--- src/rtl/countdown_timer_ctrl_pkg.sv ---
// Shared constants and helpers for the M:SS countdown timer.
//  - FSM state encodings
//  - BCD digit limits
//  - preset clamp limits and the seconds clamp/split helper
package countdown_timer_ctrl_pkg;

    localparam logic [1:0] ST_IDLE    = 2'd0;
    localparam logic [1:0] ST_RUN     = 2'd1;
    localparam logic [1:0] ST_PAUSED  = 2'd2;
    localparam logic [1:0] ST_EXPIRED = 2'd3;

    localparam logic [3:0] SEC_TENS_MAX = 4'd5;
    localparam logic [3:0] DIGIT_MAX    = 4'd9;

    localparam logic [3:0] MIN_MAX = 4'd9;
    localparam logic [5:0] SEC_MAX = 6'd59;

    function automatic logic [3:0] clamp_min(input logic [3:0] m);
        return (m > MIN_MAX) ? MIN_MAX : m;
    endfunction

    // Returns {tens, ones} of the clamped seconds preset.
    function automatic logic [7:0] split_sec(input logic [5:0] s);
        logic [5:0] c;
        logic [3:0] t;
        logic [3:0] o;
        c = (s > SEC_MAX) ? SEC_MAX : s;
        t = 4'(c / 6'd10);
        o = 4'(c - 6'(t) * 6'd10);
        return {t, o};
    endfunction

endpackage

--- src/rtl/countdown_timer_ctrl_bcd_down_digit.sv ---
// One BCD down-counting digit with parallel load.
//  clk, reset   : clock, async active-high reset (value -> 0)
//  load/load_val: load value (takes priority over dec)
//  dec          : decrement by one; 0 wraps to MAX
//  value        : current digit
//  borrow_out   : dec while at 0, i.e. the next digit up must decrement
module bcd_down_digit #(
    parameter logic [3:0] MAX = 4'd9
) (
    input  logic       clk,
    input  logic       reset,
    input  logic       load,
    input  logic [3:0] load_val,
    input  logic       dec,
    output logic [3:0] value,
    output logic       borrow_out
);

    assign borrow_out = dec & (value == 4'd0);

    always_ff @(posedge clk or posedge reset) begin
        if (reset)
            value <= 4'd0;
        else if (load)
            value <= load_val;
        else if (dec)
            value <= (value == 4'd0) ? MAX : value - 4'd1;
    end

endmodule

--- src/rtl/countdown_timer_ctrl.sv ---
// Game countdown timer: M:SS BCD cascade (9:59 max) driven by a 1 Hz
// prescaled tick, gated by an IDLE/RUN/PAUSED/EXPIRED controller.
//  clk, reset          : clock, async active-high reset
//  load, load_min/sec  : load clamped preset and return to IDLE
//  start, pause        : begin/resume and freeze counting (load > pause > start)
//  min_digit, sec_tens, sec_ones : BCD display digits
//  running             : high in RUN
//  tick                : one-cycle pulse per accepted decrement
//  expired             : one-cycle pulse on the decrement that reaches 0:00
//  done                : level, follows EXPIRED one cycle later
module countdown_timer_ctrl
    import countdown_timer_ctrl_pkg::*;
#(
    parameter int TICK_DIV = 50_000_000
) (
    input  logic       clk,
    input  logic       reset,
    input  logic       load,
    input  logic [3:0] load_min,
    input  logic [5:0] load_sec,
    input  logic       start,
    input  logic       pause,
    output logic [3:0] min_digit,
    output logic [3:0] sec_tens,
    output logic [3:0] sec_ones,
    output logic       running,
    output logic       tick,
    output logic       expired,
    output logic       done
);

    localparam int PW = (TICK_DIV > 2) ? $clog2(TICK_DIV) : 1;
    localparam logic [PW-1:0] PRESC_TOP = PW'(TICK_DIV - 1);

    logic [1:0]    state;
    logic [PW-1:0] presc;

    logic [3:0] ld_min;
    logic [7:0] ld_sec;
    logic       dec;
    logic       ones_borrow;
    logic       tens_borrow;
    logic       min_borrow;
    logic       at_zero;
    logic       last_sec;

    assign ld_min = clamp_min(load_min);
    assign ld_sec = split_sec(load_sec);

    assign at_zero  = (min_digit == 4'd0) && (sec_tens == 4'd0) && (sec_ones == 4'd0);
    assign last_sec = (min_digit == 4'd0) && (sec_tens == 4'd0) && (sec_ones == 4'd1);

    // A decrement happens on the prescaler's last count in RUN; load suppresses it.
    assign dec = (state == ST_RUN) && (presc == PRESC_TOP) && !load;

    assign running = (state == ST_RUN);

    bcd_down_digit #(.MAX(DIGIT_MAX)) u_ones (
        .clk(clk), .reset(reset), .load(load), .load_val(ld_sec[3:0]),
        .dec(dec), .value(sec_ones), .borrow_out(ones_borrow)
    );

    bcd_down_digit #(.MAX(SEC_TENS_MAX)) u_tens (
        .clk(clk), .reset(reset), .load(load), .load_val(ld_sec[7:4]),
        .dec(ones_borrow), .value(sec_tens), .borrow_out(tens_borrow)
    );

    // Minutes never borrow further: counting stops at 0:00.
    bcd_down_digit #(.MAX(DIGIT_MAX)) u_min (
        .clk(clk), .reset(reset), .load(load), .load_val(ld_min),
        .dec(tens_borrow), .value(min_digit), .borrow_out(min_borrow)
    );

    always_ff @(posedge clk or posedge reset) begin
        if (reset) begin
            state   <= ST_IDLE;
            presc   <= '0;
            tick    <= 1'b0;
            expired <= 1'b0;
            done    <= 1'b0;
        end else begin
            tick    <= 1'b0;
            expired <= 1'b0;
            done    <= (state == ST_EXPIRED);
            if (load) begin
                state <= ST_IDLE;
                presc <= '0;
            end else begin
                case (state)
                    ST_IDLE: begin
                        if (start && !pause && !at_zero) begin
                            state <= ST_RUN;
                            presc <= '0;
                        end
                    end
                    ST_RUN: begin
                        if (presc == PRESC_TOP) begin
                            // The tick completes even if pause arrives with it.
                            tick  <= 1'b1;
                            presc <= '0;
                            if (last_sec) begin
                                expired <= 1'b1;
                                state   <= ST_EXPIRED;
                            end else if (pause) begin
                                state <= ST_PAUSED;
                            end
                        end else if (pause) begin
                            // Hold the partial second so resume continues it.
                            state <= ST_PAUSED;
                        end else begin
                            presc <= presc + 1'b1;
                        end
                    end
                    ST_PAUSED: begin
                        if (start && !pause)
                            state <= ST_RUN;
                    end
                    default: ;
                endcase
            end
        end
    end

endmodule

--- config.mk ---
export PLATFORM = sky130hd
export DESIGN_NAME = countdown_timer_ctrl
export DESIGN_NICKNAME = d
export VERILOG_FILES = /design/src/rtl/countdown_timer_ctrl_pkg.sv /design/src/rtl/countdown_timer_ctrl_bcd_down_digit.sv /design/src/rtl/countdown_timer_ctrl.sv
export SDC_FILE = /design/constraint.sdc
export NUM_CORES = 1
export LEC_CHECK = 0
export BUFFER_PORTS_ARGS = -buffer_cell sky130_fd_sc_hd__buf_2
export CORE_ASPECT_RATIO = 0.7
export CORE_UTILIZATION = 55
export DETAILED_ROUTE_END_ITERATION = 10
export GPL_TIMING_DRIVEN = 0
export HOLD_SLACK_MARGIN = 0.1
export PLACE_DENSITY_LB_ADDON = 0.25
export SLEW_MARGIN = 10
export SYNTH_ARGS = -nofsm -noshare
export SYNTH_HDL_FRONTEND = slang
export SYNTH_SLANG_ARGS = --single-unit
--- constraint.sdc ---
create_clock -name clk -period 2.93 [get_ports clk]
set_clock_uncertainty 0.2 [all_clocks]
set_input_delay 0.586 -clock clk [delete_from_list [all_inputs] [get_ports clk]]
set_output_delay 0.586 -clock clk [all_outputs]
set_load 0.02 [all_outputs]
==> results.txt, run 1 <==
final hold violation count = 0
Vias/cell = 6.75
crit end category = register
clock group share of total power = 27.3%
RSZ-0062 raised after global routing = yes
H-tree depth = 2
crit start category = primary input
Post-synth EDFFs = 0
cells after synthesis = 338
layout cells sized above 1 = 23.4%
Final Routed Wirelength = 8340 um
cell taking the most area after synthesis = dfrtp_1
nets = 408
CTS tree = built
reg2reg setup slack = 20 ps
Initial Util = 59.1%
Worst-Margin Slew = 790 ps
Antenna Nets Post-Route = 0
Sw Pwr = 0.463 mW
clock latency on the worst-skew pair = 310 ps
Worst Path Max Fanout = 4
sw frac = 33.1%
first-pass GRT wire length = 13,400 um
largest net degree at the start of global routing = 33
setup TNS = -748 ps
dominant cells by area after synthesis = dfrtp_1 (37%), a21oi_1 (5.5%), or4_1 (4.4%)
failing checks = setup timing
Final Setup Violations = 2
top-level I/O count = 31
asr flop ratio synth = 100%
mapped cell area = 2920 um^2
total core area = 4940 um^2
clock sink count = 43
Seq pwr share = 47.5%
DIE AREA = 5610 um^2
top-count cell post-synth = dfrtp_1
Logic pwr share = 25.2%
Placer Congestion = 0.908
Pint = 0.937 mW
initial antenna violation count = 0
drc violations = 0
Syn Area/Cell = 8.63 um^2
Slew Viols, Final = 0
Post-synth top flop = dfrtp_1
Final WS setup = -481 ps
worst path required time = 2950 ps
dpl hpwl = 5690 um
CTS Buf Count = 5
Reg clk slew, reported paths = 90 ps
WL per Instance = 18.2 um
Synthesized Nets = 358
Post-synth top cells = dfrtp_1 (43), a21oi_1 (32), nor2_1 (24)
Via Count = 3,092
Clock Tree Root = clkbuf_8
Slew headroom = 47.0%
minimum clock period after layout = 3410 ps
maximum clock path buffer count = 2
Seq cells post-synth = 43
Initial DRC Count = 341
Max Freq = 293 MHz
Max-Cap Viols = 0
Die H = 62.9 um
total of warnings raised by yosys = 0
Worst VDD drop = 0.000248 V
row count = 21
Die X = 89.1 um
share of the synthesized area in the top cell type = 36.9%
n_diodes = 0
critical path class = in -> reg
number of global-route vias before repair = 2,667
WP data arrival = 3440 ps
DRT Pass-1 Iters = 5
number of buffers added on ports = 29
Tot GR Track Use = 31.4%
Tcrit/Tclk final = 116%
pre-CTS WS = -957 ps
P per Cell Area = 392 nW/um^2
outcome = finished with violations
area growth from synthesis to layout = 22.3%
GRT overflow = 0
hold crit path type = in -> reg
synth unique cells = 55
leakage = 1.43 nW
sequential share of the synthesized area = 36.9%
[cell families after synthesis]
family / after synthesis / share of synthesized area [%]
compound gates: 91 / 20.2
xor+xnor: 4 / 1.20
fa+ha+maj: 5 / 2.40
buf+inv: 31 / 4.93
flops: 43 / 36.9
mux: 7 / 2.40
simple gates: 157 / 32.0
[power by group through the flow]
stage,logic (mW),registers (mW),clock network [mW]
floorplan,0.178,0.693,0
global placement,0.284,0.671,0
detailed placement,0.294,0.674,0
CTS,0.329,0.662,0.382
global route,0.381,0.671,0.409
finish,0.353,0.665,0.382
[worst max-delay path, cell delays in order]
cell	delay, ps
buf_8	80
clkbuf_16	130
inv_6	30
ha_4	280
nor3b_2	50
o21ai_1	130
nand2_1	100
a21oi_4	160
ha_4	220
a22o_4	240
o31ai_4	210
or2_4	180
ha_4	120
inv_2	30
fa_2	350
xnor2_2	160
and2_1	180
a221oi_2	190
[layout by cell type, fill, tap and decap left out, types with 4 or more instances in the layout]
cell      count
dfrtp_1      43
a21oi_1      30
buf_2        29
nor2_1       24
nand2_1      22
nand3_1      19
or4_1        15
o31ai_1      15
nand4_1      13
buf_4        13
nor4_1       11
o21ai_0      11
clkbuf_1      9
inv_1         8
nor3_1        8
nand2b_1      7
mux2i_1       7
o21ai_1       5
nor2b_1       5
clkbuf_8      5
and3_1        4
nor3b_1       4
and2_1        4
[layout make-up]
cell class	instances	area [um^2]
fillers	395	1370
clock buffers	7	76.3
plain buffers	18	146
flip-flops and latches	43	1080
well taps	69	86.3
repair buffers	43	294
clock inverters	1	5.00
multi-input cells	264	1820
inverters	13	62.6
[flip-flops by register name, summed over array words and instances, names as in the netlist]
signal / flops
u_ones.value: 4
tick: 1
u_tens.value: 4
u_min.value: 4
done: 1
state: 2
expired: 1
presc: 26
[worst paths after layout]
kind,cells past startpoint,startpoint,endpoint
max,18,load_sec[3],u_ones.value[3]
min,3,load_min[3],u_min.value[3]
max reg2reg,6,presc[10],presc[4]
min reg2reg,1,presc[8],presc[8]
max in group asynchronous,4,reset,presc[21]
min in group asynchronous,3,reset,u_tens.value[1]
[timing repair]
action                                 CTS  global route
hold buffers                             1             0
setup endpoints to repair               13            21
resized for setup                       14            10
buffers inserted                         8             4
gates cloned                             0             0
pin swaps                               10             9
endpoints found under the hold margin   11             0
[metrics by stage]
step / utilization [%] / hold WS [ps] / std cells / power, mW / instance area (um^2)
2_1_floorplan: - / 273 / 338 / 0.871 / 3010
3_3_place_gp: 65.6 / 302 / 436 / 0.955 / 3240
3_5_place_dp: 66.0 / 299 / 437 / 0.968 / 3260
4_1_cts: 70.9 / 301 / 454 / 1.37 / 3500
5_1_grt: 72.2 / 329 / 458 / 1.46 / 3570
6_report: 72.2 / 301 / 458 / 1.40 / 3570
[layer usage]
metal  routed length, um  global-route usage (%)
met2                3540                    44.1
met5                   0                       0
met3                 822                    5.42
met4                 147                    7.94
met1                3830                    49.4
No activity file was read; power rests on OpenSTA's default activity.
==> run 2, diff against run 1 <==
--- a/config.mk
+++ b/config.mk
@@ -10,8 +10,8 @@
 export CORE_UTILIZATION = 55
 export DETAILED_ROUTE_END_ITERATION = 10
 export GPL_TIMING_DRIVEN = 0
-export HOLD_SLACK_MARGIN = 0.1
-export PLACE_DENSITY_LB_ADDON = 0.25
+export HOLD_SLACK_MARGIN = 0.06
+export PLACE_DENSITY_LB_ADDON = 0.08
 export SLEW_MARGIN = 10
 export SYNTH_ARGS = -nofsm -noshare
 export SYNTH_HDL_FRONTEND = slang
==> results.txt, run 2 (synthesis gave the netlist of run 1 again) <==
Cell Chain, Critical Path = buf_8 > inv_6 > ha_4 > nor3b_2 > o21ai_1 > nand2_1 > a21oi_4 > ha_4 > a22o_1 > o31ai_4 > or2_4 > ha_4 > inv_2 > fa_2 > xnor2_2 > and2_4 > a221oi_2
setup TNS = -618 ps
final hold violation count = 0
sw frac = 32.0%
Slew Viols, Final = 0
pre-CTS WS = -939 ps
H-tree depth = 2
outcome = finished with violations
dpl hpwl = 5550 um
n_diodes = 0
Seq pwr share = 48.0%
Clock Tree Root = clkbuf_8
CTS Buf Count = 5
Hold Worst Slack = 310 ps
worst path required time = 2940 ps
max reg flops = 26
final core occ = 71.1%
WP data arrival = 3360 ps
WP buf/inv = 3
nets = 406
CTS tree = built
reg2reg setup slack = 60 ps
Worst Path Max Fanout = 3
crit end category = register
Final WS setup = -428 ps
clock group share of total power = 28.1%
initial antenna violation count = 0
CP max-delay cell = fa_2
Initial Util = 59.1%
Max-Cap Viols = 0
layout filler cell count = 400
failing checks = setup timing
clock sink count = 43
drc violations = 0
Worst VDD drop = 0.000258 V
Reg clk slew, reported paths = 80 ps
Max Freq = 298 MHz
Antenna Nets Post-Route = 0
hold crit path type = in -> reg
Sw Pwr = 0.443 mW
minimum clock period after layout = 3360 ps
Final Power = 1.38 mW
area growth from synthesis to layout = 20.3%
Die H = 62.9 um
DIE AREA = 5610 um^2
crit start category = primary input
commonest non-fill, non-tap cell in the layout = dfrtp_1
hold_sp = load_min[3]
Via Count = 2,957
Slew headroom = 43.2%
Vias/cell = 6.50
Worst path most repeated cell = ha_4
Logic pwr share = 23.9%
DRT Pass-1 Iters = 5
R2R Path Start = u_tens.value[1]
top-level I/O count = 31
number of buffers added on ports = 29
GRT overflow = 0
clock latency on the worst-skew pair = 290 ps
Tot GR Track Use = 29.5%
highest-count cells in the layout ignoring fill and taps = dfrtp_1 (43), buf_2 (31), a21oi_1 (30)
total core area = 4940 um^2
Tcrit/Tclk final = 115%
Die X = 89.1 um
Reg with most FFs = presc
Worst R2R End = presc[22]
Worst-Margin Slew = 845 ps
WHS Endpoint = u_min.value[3]
Hold Path Stages = 3
WL per Instance = 17.5 um
Worst path top cell family by delay = adder cells
first-pass GRT wire length = 12,800 um
row count = 21
delay of the slowest cell on the worst path = 370 ps
number of global-route vias before repair = 2,635
RSZ-0062 raised after global routing = yes
Final Routed Wirelength = 7980 um
leakage = 1.41 nW
P per Cell Area = 394 nW/um^2
critical path class = in -> reg
Final Setup Violations = 2
Placer Congestion = 0.926
layout cells sized above 1 = 23.6%
maximum clock path buffer count = 2
worst reg2reg path depth = 7
Initial DRC Count = 209
crit path launch = load_sec[3]
Pint = 0.940 mW
largest net degree at the start of global routing = 34
-- run 2: cell count changes in the layout (fill, tap and decap cells not counted), moves of 2 or more --
cell and change:
buf_2 +2, buf_4 +2, clkbuf_2 +2, clkbuf_4 -3, clkbuf_16 -2, clkbuf_1 -4
-- run 2: cell type report --
| class | count | area (um^2) | share of cell area, % |
|---|---|---|---|
| Buffer | 16 | 93.8 | 2.67 |
| Clock buffer | 6 | 82.6 | 2.35 |
| Clock inverter | 1 | 5.00 | 0.143 |
| Inverter | 13 | 60.1 | 1.71 |
| Multi-Input combinational cell | 264 | 1820 | 51.7 |
| Sequential cell | 43 | 1080 | 30.6 |
| Tap cell | 69 | 86.3 | 2.46 |
| Timing Repair Buffer | 43 | 290 | 8.27 |
-- run 2: how the worst max path moves through the flow --
stage,endpoint,cells past startpoint,slack (ps)
6_report,u_ones.value[3],17,-430
5_1_grt,u_ones.value[3],17,-530
4_1_cts,u_ones.value[3],18,-460
3_5_place_dp,u_ones.value[3],18,-940
3_3_place_gp,u_ones.value[3],18,-920
2_1_floorplan,u_ones.value[3],17,-560
-- run 2: layer usage --
metal,part of all wire [%],up-vias,track usage [%]
met3,7.1,12,5.81
met4,0.78,0,5.16
met2,43,144,41.6
met5,0,-,0
met1,49,1427,46.7
li1,-,1374,-
-- run 2: power groups by stage --
stage	Sequential, mW	Combinational, mW	Clock, mW
after floorplan	0.693	0.178	0
after global placement	0.671	0.283	0
after detailed placement	0.672	0.291	0
after CTS	0.661	0.313	0.394
after global routing	0.667	0.360	0.424
final	0.663	0.330	0.389
-- run 2: worst register-to-register path, stage by stage, from the launching register on --
cell and delay [ps]:
dfrtp_1 430, or4_1 630, or4b_1 580, o21ai_1 140
buf_2 260, buf_2 290, o31ai_1 110, a21oi_1 150
-- run 2: timing repair --
item / in CTS / in global routing
pin swaps: 5 / 12
hold endpoints to repair: 10 / 0
cloned: 0 / 0
resized for setup: 7 / 20
setup endpoints to repair: 13 / 20
setup buffers: 7 / 5
hold buffers: 1 / 0
-- run 2: stage by stage --
stage,instance area (um^2),instances
6_report,3510,455
5_1_grt,3510,455
4_1_cts,3450,452
3_5_place_dp,3260,437
3_3_place_gp,3240,436
2_1_floorplan,3010,338
